`src/rtl/div_sched_pkg.sv`:
```
// Shared constants for the EX-stage divide scheduler: FSM encoding and
// the fixed result produced when the divisor is zero.
package div_sched_pkg;

  localparam logic [1:0] ST_IDLE = 2'd0;
  localparam logic [1:0] ST_BUSY = 2'd1;
  localparam logic [1:0] ST_DONE = 2'd2;

  // Divide by zero: HI takes the dividend, every LO bit is set to this value.
  localparam logic DIV0_LO_FILL = 1'b1;

  localparam int DEF_WIDTH       = 32;
  localparam int DEF_TIMEOUT_CYC = 40;

endpackage

```
`src/rtl/div_sched_if.sv`:
```
// Handshake bundle between the divide scheduler (master) and the external
// iterative divider (slave).
interface div_sched_if #(
  parameter int WIDTH = 32
);
  logic               div_start;
  logic               div_signed;
  logic [WIDTH-1:0]   div_opa;
  logic [WIDTH-1:0]   div_opb;
  logic               div_annul;
  logic [2*WIDTH-1:0] div_result;
  logic               div_ready;

  modport master (
    output div_start, div_signed, div_opa, div_opb, div_annul,
    input  div_result, div_ready
  );

  modport slave (
    input  div_start, div_signed, div_opa, div_opb, div_annul,
    output div_result, div_ready
  );
endinterface

```
`src/rtl/div_sched_watchdog.sv`:
```
// Busy-cycle counter; o_expire flags the last permitted cycle while enabled.
module div_watchdog #(
  parameter int TIMEOUT_CYC = 40
) (
  input  logic clk,
  input  logic rst,
  input  logic i_clr,
  input  logic i_en,
  output logic o_expire
);
  localparam int CW = (TIMEOUT_CYC > 2) ? $clog2(TIMEOUT_CYC) : 1;

  logic [CW-1:0] r_count;

  always_ff @(posedge clk) begin
    if (rst || i_clr) begin
      r_count <= '0;
    end else if (i_en) begin
      r_count <= r_count + 1'b1;
    end
  end

  assign o_expire = i_en && (r_count == CW'(TIMEOUT_CYC - 1));
endmodule

```
`src/rtl/div_sched.sv`:
```
// EX-stage divide controller: captures operands, runs the external divider,
// stalls the pipe and issues one HI/LO write per committed divide.
module div_sched
  import div_sched_pkg::*;
#(
  parameter int WIDTH       = DEF_WIDTH,
  parameter int TIMEOUT_CYC = DEF_TIMEOUT_CYC
) (
  input  logic               clk,
  input  logic               rst,
  input  logic               op_valid_i,
  input  logic               op_signed_i,
  input  logic [WIDTH-1:0]   a_i,
  input  logic [WIDTH-1:0]   b_i,
  input  logic               flush_i,
  input  logic               pipe_stall_i,
  div_sched_if.master        div,
  output logic               stall_o,
  output logic               hilo_we_o,
  output logic [2*WIDTH-1:0] hilo_wdata_o,
  output logic               timeout_o
);
  logic [1:0]         r_state;
  logic [1:0]         w_state_next;
  logic [WIDTH-1:0]   r_opa;
  logic [WIDTH-1:0]   r_opb;
  logic               r_signed;
  logic [2*WIDTH-1:0] r_result;

  logic w_idle, w_busy, w_done;
  logic w_issue, w_b_zero, w_ready_hit, w_expire, w_expire_hit;

  assign w_idle   = (r_state == ST_IDLE);
  assign w_busy   = (r_state == ST_BUSY);
  assign w_done   = (r_state == ST_DONE);
  assign w_b_zero = (b_i == '0);
  assign w_issue  = w_idle && op_valid_i && !flush_i;

  // A ready pulse in the expiry cycle still counts as a normal completion.
  assign w_ready_hit  = w_busy && !flush_i && div.div_ready;
  assign w_expire_hit = w_busy && !flush_i && !div.div_ready && w_expire;

  div_watchdog #(
    .TIMEOUT_CYC (TIMEOUT_CYC)
  ) u_watchdog (
    .clk      (clk),
    .rst      (rst),
    .i_clr    (!w_busy),
    .i_en     (w_busy),
    .o_expire (w_expire)
  );

  always_comb begin
    w_state_next = r_state;
    if (flush_i) begin
      w_state_next = ST_IDLE;
    end else begin
      case (r_state)
        ST_IDLE: if (op_valid_i) w_state_next = w_b_zero ? ST_DONE : ST_BUSY;
        ST_BUSY: if (w_ready_hit || w_expire_hit) w_state_next = ST_DONE;
        ST_DONE: if (!pipe_stall_i) w_state_next = ST_IDLE;
        default: w_state_next = ST_IDLE;
      endcase
    end
  end

  always_ff @(posedge clk) begin
    if (rst) begin
      r_state  <= ST_IDLE;
      r_opa    <= '0;
      r_opb    <= '0;
      r_signed <= 1'b0;
      r_result <= '0;
    end else begin
      r_state <= w_state_next;
      if (w_issue) begin
        r_opa    <= a_i;
        r_opb    <= b_i;
        r_signed <= op_signed_i;
        if (w_b_zero) begin
          r_result <= {a_i, {WIDTH{DIV0_LO_FILL}}};
        end
      end
      if (w_ready_hit) begin
        r_result <= div.div_result;
      end else if (w_expire_hit) begin
        r_result <= '0;
      end
    end
  end

  assign div.div_start  = !rst && w_busy && !flush_i;
  assign div.div_signed = r_signed;
  assign div.div_opa    = r_opa;
  assign div.div_opb    = r_opb;
  assign div.div_annul  = !rst && w_busy && (flush_i || w_expire_hit);

  // The instruction leaves EX from DONE only when nothing else holds the pipe.
  assign stall_o      = !rst && (w_issue || w_busy || (w_done && pipe_stall_i));
  assign hilo_we_o    = !rst && w_done && !pipe_stall_i && !flush_i;
  assign hilo_wdata_o = r_result;
  assign timeout_o    = !rst && w_expire_hit;
endmodule
```
`src/flat_wrapper.sv`:
```
// flat-port wrapper written by rule: the top's interface ports become plain ports
module div_sched_flat import div_sched_pkg::*;
#(
  parameter int WIDTH       = DEF_WIDTH,
  parameter int TIMEOUT_CYC = DEF_TIMEOUT_CYC
)
  (clk, rst, op_valid_i, op_signed_i, a_i, b_i, flush_i, pipe_stall_i, stall_o, hilo_we_o, hilo_wdata_o, timeout_o, div_div_start, div_div_signed, div_div_opa, div_div_opb, div_div_annul, div_div_result, div_div_ready);
  div_sched_if #(.WIDTH(WIDTH)) div_i ();
  input  logic clk;
  input  logic rst;
  input  logic op_valid_i;
  input  logic op_signed_i;
  input  logic [WIDTH-1:0] a_i;
  input  logic [WIDTH-1:0] b_i;
  input  logic flush_i;
  input  logic pipe_stall_i;
  output logic stall_o;
  output logic hilo_we_o;
  output logic [2*WIDTH-1:0] hilo_wdata_o;
  output logic timeout_o;
  output wire logic [$bits(div_i.div_start)-1:0] div_div_start;
  output wire logic [$bits(div_i.div_signed)-1:0] div_div_signed;
  output wire logic [$bits(div_i.div_opa)-1:0] div_div_opa;
  output wire logic [$bits(div_i.div_opb)-1:0] div_div_opb;
  output wire logic [$bits(div_i.div_annul)-1:0] div_div_annul;
  input wire logic [$bits(div_i.div_result)-1:0] div_div_result;
  input wire logic [$bits(div_i.div_ready)-1:0] div_div_ready;
  assign div_div_start = div_i.div_start;
  assign div_div_signed = div_i.div_signed;
  assign div_div_opa = div_i.div_opa;
  assign div_div_opb = div_i.div_opb;
  assign div_div_annul = div_i.div_annul;
  assign div_i.div_result = div_div_result;
  assign div_i.div_ready = div_div_ready;
  div_sched #(.WIDTH(WIDTH), .TIMEOUT_CYC(TIMEOUT_CYC)) u_core (.clk(clk), .rst(rst), .op_valid_i(op_valid_i), .op_signed_i(op_signed_i), .a_i(a_i), .b_i(b_i), .flush_i(flush_i), .pipe_stall_i(pipe_stall_i), .div(div_i), .stall_o(stall_o), .hilo_we_o(hilo_we_o), .hilo_wdata_o(hilo_wdata_o), .timeout_o(timeout_o));
endmodule
```
`config.mk`:
```
export PLATFORM = sky130hd
export DESIGN_NAME = div_sched_flat
export DESIGN_NICKNAME = d
export VERILOG_FILES = /design/src/rtl/div_sched_pkg.sv /design/src/rtl/div_sched_if.sv /design/src/rtl/div_sched_watchdog.sv /design/src/rtl/div_sched.sv /design/src/flat_wrapper.sv
export SDC_FILE = /design/constraint.sdc
export NUM_CORES = 1
export LEC_CHECK = 0
export CAP_MARGIN = 10
export CORE_ASPECT_RATIO = 0.7
export CORE_MARGIN = 2
export CORE_UTILIZATION = 36
export DETAILED_ROUTE_END_ITERATION = 7
export DONT_BUFFER_PORTS = 1
export GPL_TIMING_DRIVEN = 0
export PLACE_DENSITY = 0.5
export SETUP_SLACK_MARGIN = 0.5
export SLEW_MARGIN = 20
export SYNTH_ARGS = -nofsm -noshare
export SYNTH_HDL_FRONTEND = slang
export SYNTH_SLANG_ARGS = --single-unit
```
`constraint.sdc`:
```
create_clock -name clk -period 4.87 [get_ports clk]
set_clock_uncertainty 0.2 [all_clocks]
set_input_delay 0.974 -clock clk [delete_from_list [all_inputs] [get_ports clk]]
set_output_delay 0.974 -clock clk [all_outputs]
set_load 0.02 [all_outputs]
```
# Word-level counts from Yosys, hierarchy flattened
# Cells that the tools add are included.
[op_classes]
addsub = 1
n_eq_ne = 6
muxes = 9
n_reduce_logical = 33
[op_table]
columns = ["op", "count"]
rows = [
  ["64-bit two-way mux", 4],
  ["32-bit zero test", 1],
  ["1-bit logical AND", 16],
  ["2-bit two-way mux", 4],
  ["6-bit by 1-bit adder with 6-bit output, second input constant", 1],
  ["6-bit equality test, second input constant", 1],
  ["2-bit one-hot mux with 3 select lines", 1],
  ["3-bit nonzero test", 2],
  ["1-bit zero test", 5],
  ["1-bit logical OR", 5],
  ["2-bit != test, second input constant", 2],
  ["3-bit AND reduction", 1],
  ["2-bit by 1-bit equality test with 1-bit output, second input constant", 1],
  ["2-bit equality test, second input constant", 1],
  ["2-bit zero test", 1],
  ["2-bit by 1-bit != test with 1-bit output, second input constant", 1],
  ["2-bit AND reduction", 1],
  ["2-bit OR reduction", 1],
]
[totals]
regBits = 137
input_bits = 135
out_inout_bits = 134

# Logic depth before layout (Yosys ltp)
# Gate-level depths: netlist (run 1).
[logic_depth]
ltp_word = 7
depth_mapped = 7

# Modules after synthesis
# From an unflattened synthesis (run 1), not the netlist that was laid out.
[hier_totals]
hier_cells = 714
hier_area_um2 = 5880.6
[modules_own_cells]
columns = ["mod", "instances", "cells_per_inst", "area_per_inst_um2"]
rows = [
  ["div_sched", 1, 685, 5610.4],
  ["div_watchdog", 1, 29, 270.3],
]

# Worst setup path before layout (run 1)
# No wires, ideal clock.
[synth_timing]
path_type = "in2out"
from = "input div_div_ready"
to = "output timeout_o"
arrival_ns = 2.254
t_required_ns = 3.696
slack_ns = 1.442
stages = 4
n_path_buf = 2
path_cell_list = "or3_1 -> clkbuf_1 -> clkbuf_1 -> nor4_1"
[synth_between]
elab_chain_len = 4
[synth_rtl]
columns = ["element", "line_no", "rtl"]
rows = [
  ["start: declaration", "flat_wrapper.sv:27", "input wire logic [$bits(div_i.div_ready)-1:0] div_div_ready;"],
  ["1-bit zero test", "div_sched.sv:41", "assign w_expire_hit = w_busy && !flush_i && !div.div_ready && w_expire;"],
  ["1-bit logical AND (2 in series)", "div_sched.sv:41", ""],
  ["1-bit logical AND", "div_sched.sv:102", "assign timeout_o = !rst && w_expire_hit;"],
  ["end: declaration", "flat_wrapper.sv:20", "output logic timeout_o;"],
]
# Every way passes these cells.

# Worst setup path after layout (run 1)
[layout_timing]
from = "register u_core.u_watchdog.r_count[0]"
to = "output div_div_annul"
[layout_between]
elab_chain_len = 5
[layout_rtl]
columns = ["element", "line_no", "rtl"]
rows = [
  ["start: declaration", "div_sched_watchdog.sv:13", "logic [CW-1:0] r_count;"],
  ["start signal: assignment", "div_sched_watchdog.sv:19", "r_count <= r_count + 1'b1;"],
  ["6-bit equality test", "div_sched_watchdog.sv:23", "assign o_expire = i_en && (r_count == CW'(TIMEOUT_CYC - 1));"],
  ["1-bit logical AND", "div_sched_watchdog.sv:23", ""],
  ["1-bit logical AND", "div_sched.sv:41", ""],
  ["1-bit logical OR", "div_sched.sv:96", "assign div.div_annul = !rst && w_busy && (flush_i || w_expire_hit);"],
  ["1-bit logical AND", "div_sched.sv:96", ""],
  ["end: declaration", "flat_wrapper.sv:25", "output wire logic [$bits(div_i.div_annul)-1:0] div_div_annul;"],
]
# Every way passes these cells.

==> results of run 1 <==
==> metal layers <==
metal | track usage | up-vias
met5 | 0 | -
met4 | 0.0625 | 2
met3 | 0.0920 | 27
met2 | 0.328 | 263
met1 | 0.273 | 2621
li1 | - | 2564
==> cell type report <==
type	instances	area [um^2]	share of cell area
inverters	35	131	0.0180
plain buffers	70	340	0.0467
well taps	231	289	0.0397
clock inverters	10	164	0.0225
clock buffers	22	484	0.0664
flip-flops and latches	137	2740	0.376
multi-input cells	475	3140	0.430
==> path summary, 6_finish.rpt <==
path / endpoint / slack, ns / cells after the start
min reg2reg: u_core.u_watchdog.r_count[0] / 0.25 / 1
max reg2reg: u_core.hilo_wdata_o[55] / 2.30 / 6
min: u_core.u_watchdog.r_count[0] / 0.25 / 1
max: div_div_annul / 0.85 / 6
==> critical path, cell delays in order, from the launching register on <==
cell	delay, ns
dfxtp_1	0.36
ha_1	0.23
nand4b_1	0.36
or3_1	0.43
clkbuf_1	0.19
clkbuf_1	0.29
a21oi_1	0.57
==> flip-flops by register name (all words and copies together), names as in the netlist <==
register	flops
u_core.u_watchdog.r_count	6
u_core.div.div_opb	32
u_core.div.div_opa	32
u_core.r_state	2
u_core.hilo_wdata_o	64
u_core.div.div_signed	1
==> cell families (layout without fill, tap and decap cells) <==
| kind of cell | after synthesis | after routing |
|---|---|---|
| AOI/OAI and AO/OA | 236 | 236 |
| xor gates and xnor gates | 4 | 4 |
| adders and majority gates | 1 | 1 |
| buffers and inverters | 105 | 137 |
| DFF | 137 | 137 |
| muxes | 32 | 32 |
| and+or+nand+nor | 202 | 202 |
==> cells in the mapped netlist, drive strengths merged, types with 9 or more instances <==
| cell | count | area (um^2) |
|---|---|---|
| nor2b | 34 | 213 |
| clkbuf | 45 | 169 |
| nand2 | 132 | 495 |
| nor4 | 9 | 56.3 |
| a22oi | 32 | 240 |
| a221oi | 32 | 480 |
| o211ai | 33 | 248 |
| inv | 35 | 131 |
| nor2 | 10 | 40.0 |
| mux2 | 32 | 465 |
| dfxtp | 137 | 2740 |
| buf | 25 | 171 |
| a21oi | 100 | 500 |
| o21ai | 36 | 180 |
==> power by group through the flow <==
stage | registers, mW | clock network [mW] | logic (mW)
5_1_grt | 1.23 | 1.50 | 0.221
3_5_place_dp | 1.26 | 0 | 0.197
2_1_floorplan | 1.25 | 0 | 0.154
3_3_place_gp | 1.26 | 0 | 0.191
4_1_cts | 1.23 | 1.44 | 0.198
6_report | 1.23 | 1.42 | 0.199
==> metrics by stage <==
step	util	power, mW	worst slack, ns
floorplan	-	1.40	1.44
global placement	0.385	1.45	1.01
detailed placement	0.385	1.45	0.968
CTS	0.423	2.87	0.519
global route	0.423	2.96	0.634
finish	0.423	2.85	0.854
==> repair_timing <==
| item | in CTS | in global routing |
|---|---|---|
| resized for setup | 0 | 1 |
| setup endpoints to repair | 0 | 1 |
| hold endpoints to repair | 0 | 0 |
==> results.sh, run 1 <==
export IMPL_status="complete, no violations"
export IMPL_slew_headroom=0.447
export IMPL_dieWidth_um=163
export IMPL_drc=0
export IMPL_cts_sinks=137
export IMPL_layout_commonest_cell="dfxtp_1"
export IMPL_antennaDiodeCount=0
export IMPL_cts_buffers=17
export IMPL_cts_setup_buffers=0
export IMPL_grt_pass1_vias=5368
export IMPL_synthArstFlopShare=0
export IMPL_r2r_start="u_core.u_watchdog.r_count[0]"
export IMPL_syn_area_um2=6340
export IMPL_drv_cap=0
export IMPL_dieArea_um2=18700
export IMPL_placed_cells=948
export IMPL_routedWlPerCell_um=20.8
export IMPL_synth_compound_area_frac=0.267
export IMPL_max_freq_mhz=249
export IMPL_vias_per_cell=5.59
export IMPL_holdWs_ns=0.254
export IMPL_drt_pass1_iter_count=6
export IMPL_required_ns=3.70
export IMPL_fillerInstances=1715
export IMPL_arrival_ns=2.84
export IMPL_muxShareOfSynthArea=0.0734
export IMPL_post_route_min_period_ns=4.02
export IMPL_grtUsageTotal=0.213
export IMPL_path_clk_slew_ns=0.05
export IMPL_fin_area_um2=7290
export IMPL_seq_area_frac_synth=0.432
export IMPL_wl_met3_mm=2.33
export IMPL_drt_total_wl_mm=20.4
export IMPL_clk_latency_ns=0.41
export IMPL_worst_slew_pin_slew_ns=0.824
export IMPL_slew_violations=0
export IMPL_fin_crit_sh=0.825
export IMPL_synth_top_family_by_area="compound AO/OA/AOI/OAI gates"
export IMPL_dr_max_layer_used="met5"
export IMPL_io_buffers=0
export IMPL_start_kind="flop"
export IMPL_dp_hpwl_mm=15.2
export IMPL_hp_start="u_core.u_watchdog.r_count[0]"
export IMPL_setup_viol=0
export IMPL_ant_nets=0
export IMPL_synth_ff_type="dfxtp_1"
export IMPL_rsz0062_at_grt="false"
export IMPL_comb_power_share=0.070
export IMPL_drt_iter0_markers=357
export IMPL_nets=872
export IMPL_layout_drive_gt1_share=0.156
export IMPL_syn_area_per_cell_um2=8.85
export IMPL_wl_met2_mm=9.05
export IMPL_hold_class="flop to flop"
export IMPL_wirelength_met1_mm=8.70
export IMPL_tns_ns=0
export IMPL_grt_pass1_wl_mm=30.8
export IMPL_ioPinCount=269
export IMPL_ys_types=36
export IMPL_hold_buffers=0
export IMPL_initial_utilization=0.369
export IMPL_syn2layout_area_growth_pct=14.9
export IMPL_power_net_switching_mw=0.706
export IMPL_grt_start_max_net_pins=17
export IMPL_pwr_share_clk=0.499
export IMPL_setup_worst_path_class="flop to output pin"
export IMPL_cts_max_level=4
export IMPL_synth_xor_area_share=0.00552
export IMPL_placed_cell_area_um2=6630
export IMPL_synth_edf_count=0
export IMPL_synthAdderAreaFrac=0.00197
export IMPL_cts_buffer_depth=2
export IMPL_fp_coreArea_um2=17200
export IMPL_p_leak_nw=2.52
export IMPL_internal_power_mw=2.15
export IMPL_synth_nets=853
export IMPL_grt_ovfl_total=0
export IMPL_p_per_area_nw_per_um2=391
export IMPL_end_kind="output pin"
export IMPL_cts_tree="yes"
export IMPL_cts_root_buf="clkbuf_16"
export IMPL_yosys_warnings=0
export IMPL_hold_viol=0
export IMPL_num_rows=40
export IMPL_ys_seq_elements=137
export IMPL_gp_congestion=0.810
export IMPL_die_h_um=115
export IMPL_antenna_found_initial=2
export IMPL_syn_inst=717
export IMPL_cp_max_fo=10
export IMPL_dr_total_vias=5477
export IMPL_startpoint="u_core.u_watchdog.r_count[0]"
export IMPL_seq_power_share=0.432
export IMPL_finalNonFillerCells=980
export IMPL_final_cell_mix="dfxtp_1 (137), nand2_1 (132), a21oi_1 (100), clkbuf_1 (46)"
export IMPL_swShare=0.248
export IMPL_synthSimpleGateAreaFrac=0.146
export IMPL_peakVddDrop_uv=181
Note: power is estimated with default switching activity, not from simulation.
==> run 2, diff against run 1 <==
==> constraint.sdc (replaced) <==
create_clock -name clk -period 3.8 [get_ports clk]
set_clock_uncertainty 0.2 [all_clocks]
set_input_delay 0.76 -clock clk [delete_from_list [all_inputs] [get_ports clk]]
set_output_delay 0.76 -clock clk [all_outputs]
set_load 0.02 [all_outputs]
==> run 2 against run 1 <==
Count of clock-buffer cells in the layout unchanged. Sequential power increased by 28%. Global-route usage increased by 0.070 points. Combinational power increased by 29%. Non-clock buffer count increased by 1. Sequential cell count unchanged. Register-to-register slack got worse by 1.0 ns. Via count decreased by 0.31%. Setup slack got worse by 0.28 ns. Design area increased by 0.57%.
==> results.sh, run 2 (synthesis gave the netlist of run 1 again) <==
export IMPL_status="complete, no violations"
export IMPL_cts_sinks=137
export IMPL_io_buffers=0
export IMPL_end_kind="output pin"
export IMPL_dp_slack_ns=0.112
export IMPL_drv_cap=0
export IMPL_clk_latency_ns=0.40
export IMPL_total_power_mw=3.65
export IMPL_grt_ovfl_total=0
export IMPL_layout_commonest_cell="dfxtp_1"
export IMPL_drt_iter0_markers=375
export IMPL_dr_total_vias=5460
export IMPL_vias_per_cell=5.57
export IMPL_slew_headroom=0.468
export IMPL_final_cell_mix="dfxtp_1 (137), nand2_1 (132), a21oi_1 (98), clkbuf_1 (44)"
export IMPL_hold_viol=0
export IMPL_antennaDiodeCount=0
export IMPL_required_ns=2.84
export IMPL_rrSetupSlack_ns=1.30
export IMPL_r2r_start="u_core.u_watchdog.r_count[0]"
export IMPL_tns_ns=0
export IMPL_grtUsageTotal=0.214
export IMPL_min_to="u_core.u_watchdog.r_count[0]"
export IMPL_hold_class="flop to flop"
export IMPL_routedWlPerCell_um=20.8
export IMPL_start_kind="flop"
export IMPL_fp_coreArea_um2=17200
export IMPL_num_rows=40
export IMPL_initial_utilization=0.369
export IMPL_arrival_ns=2.26
export IMPL_gp_congestion=0.810
export IMPL_hp_start="u_core.u_watchdog.r_count[0]"
export IMPL_nets=873
export IMPL_rsz0062_at_grt="false"
export IMPL_antenna_found_initial=2
export IMPL_slew_violations=0
export IMPL_ioPinCount=269
export IMPL_path_clk_slew_ns=0.05
export IMPL_grt_start_max_net_pins=17
export IMPL_worst_slew_pin_slew_ns=0.798
export IMPL_p_leak_nw=2.54
export IMPL_fin_crit_sh=0.848
export IMPL_drc=0
export IMPL_regArea_um2=2740
export IMPL_die_h_um=115
export IMPL_ant_nets=0
export IMPL_hold_buffers=0
export IMPL_fin_area_um2=7330
export IMPL_syn2layout_area_growth_pct=15.5
export IMPL_dieArea_um2=18700
export IMPL_cp_max_fo=10
export IMPL_max_freq_mhz=310
export IMPL_timing_final_ws_setup_ns=0.578
export IMPL_grt_pass1_vias=5395
export IMPL_grt_pass1_wl_mm=30.9
export IMPL_layout_drive_gt1_share=0.164
export IMPL_fillerInstances=1705
export IMPL_setup_worst_path_class="flop to output pin"
export IMPL_dieWidth_um=163
export IMPL_cts_tree="yes"
export IMPL_post_route_min_period_ns=3.22
export IMPL_whs_path_depth=1
export IMPL_cts_max_level=4
export IMPL_cts_root_buf="clkbuf_16"
export IMPL_cts_buffer_depth=2
export IMPL_r2r_end="u_core.hilo_wdata_o[55]"
export IMPL_placed_cell_area_um2=6630
export IMPL_holdWs_ns=0.258
export IMPL_r2r_cells=7
export IMPL_drt_pass1_iter_count=6
export IMPL_largest_register_ffs=64
export IMPL_p_per_area_nw_per_um2=498
export IMPL_drt_total_wl_mm=20.4
export IMPL_multi_input_comb_area_um2=3170
export IMPL_setup_viol=0
export IMPL_peakVddDrop_uv=231
export IMPL_cts_buffers=17
export IMPL_dp_hpwl_mm=15.2
==> run 2: cell types whose count changed in the layout (fill, tap and decap cells not counted) <==
cell	delta
a21oi_1	-2
buf_4	+2
clkbuf_1	-2
a21oi_2	+1
a21oi_4	+1
clkbuf_2	+1
nor3_1	-1
nor3_2	+1
nor4_2	-1
nor4_4	+1
==> run 2: layer usage <==
metal | vias to the layer above | global-route usage | part of all wire
met5 | - | 0 | 0.00039
met4 | 2 | 0.0631 | 0.013
met3 | 26 | 0.0916 | 0.10
met2 | 230 | 0.330 | 0.45
met1 | 2643 | 0.273 | 0.43
li1 | 2559 | - | -
==> run 2: what timing repair did <==
item	4_1_cts	5_1_grt
setup buffers	1	0
resized for setup	7	3
pin swaps	2	1
setup endpoints to repair	3	3
==> run 2: worst max path at each step <==
stage / from / to / slack (ns) / cells after the start
2_1_floorplan: u_core.u_watchdog.r_count[0] / timeout_o / 0.80 / 6
3_3_place_gp: u_core.u_watchdog.r_count[0] / timeout_o / 0.16 / 6
3_5_place_dp: u_core.u_watchdog.r_count[0] / timeout_o / 0.11 / 6
4_1_cts: u_core.u_watchdog.r_count[0] / timeout_o / 0.46 / 6
5_1_grt: u_core.u_watchdog.r_count[0] / timeout_o / 0.50 / 6
6_report: u_core.u_watchdog.r_count[0] / timeout_o / 0.58 / 6
==> run 2: worst max-delay path: stages (launching register included) <==
cell	delay, ns
dfxtp_1	0.36
ha_1	0.23
nand4b_1	0.16
or3_1	0.32
clkbuf_1	0.21
buf_4	0.24
nor4_4	0.34
==> run 2: layout make-up <==
type,instances,area share
plain buffers,70,0.0471
clock buffers,22,0.0661
inverters,35,0.0179
flip-flops and latches,137,0.374
repair buffers,1,0.00102
well taps,231,0.0394
multi-input cells,475,0.432
clock inverters,10,0.0224
==> run 2: power by group <==
group | switching (mW) | leakage [nW] | internal (mW)
Clock | 0.646 | 0.317 | 1.17
Sequential | 0.0925 | 1.11 | 1.48
Combinational | 0.162 | 1.11 | 0.0939
==> run 2: per-stage QoR <==
| step | instances | utilization |
|---|---|---|
| CTS | 981 | 0.425 |
| detailed placement | 948 | 0.385 |
| finish | 981 | 0.426 |
| global placement | 948 | 0.385 |
| global route | 981 | 0.426 |
| floorplan | 717 | - |
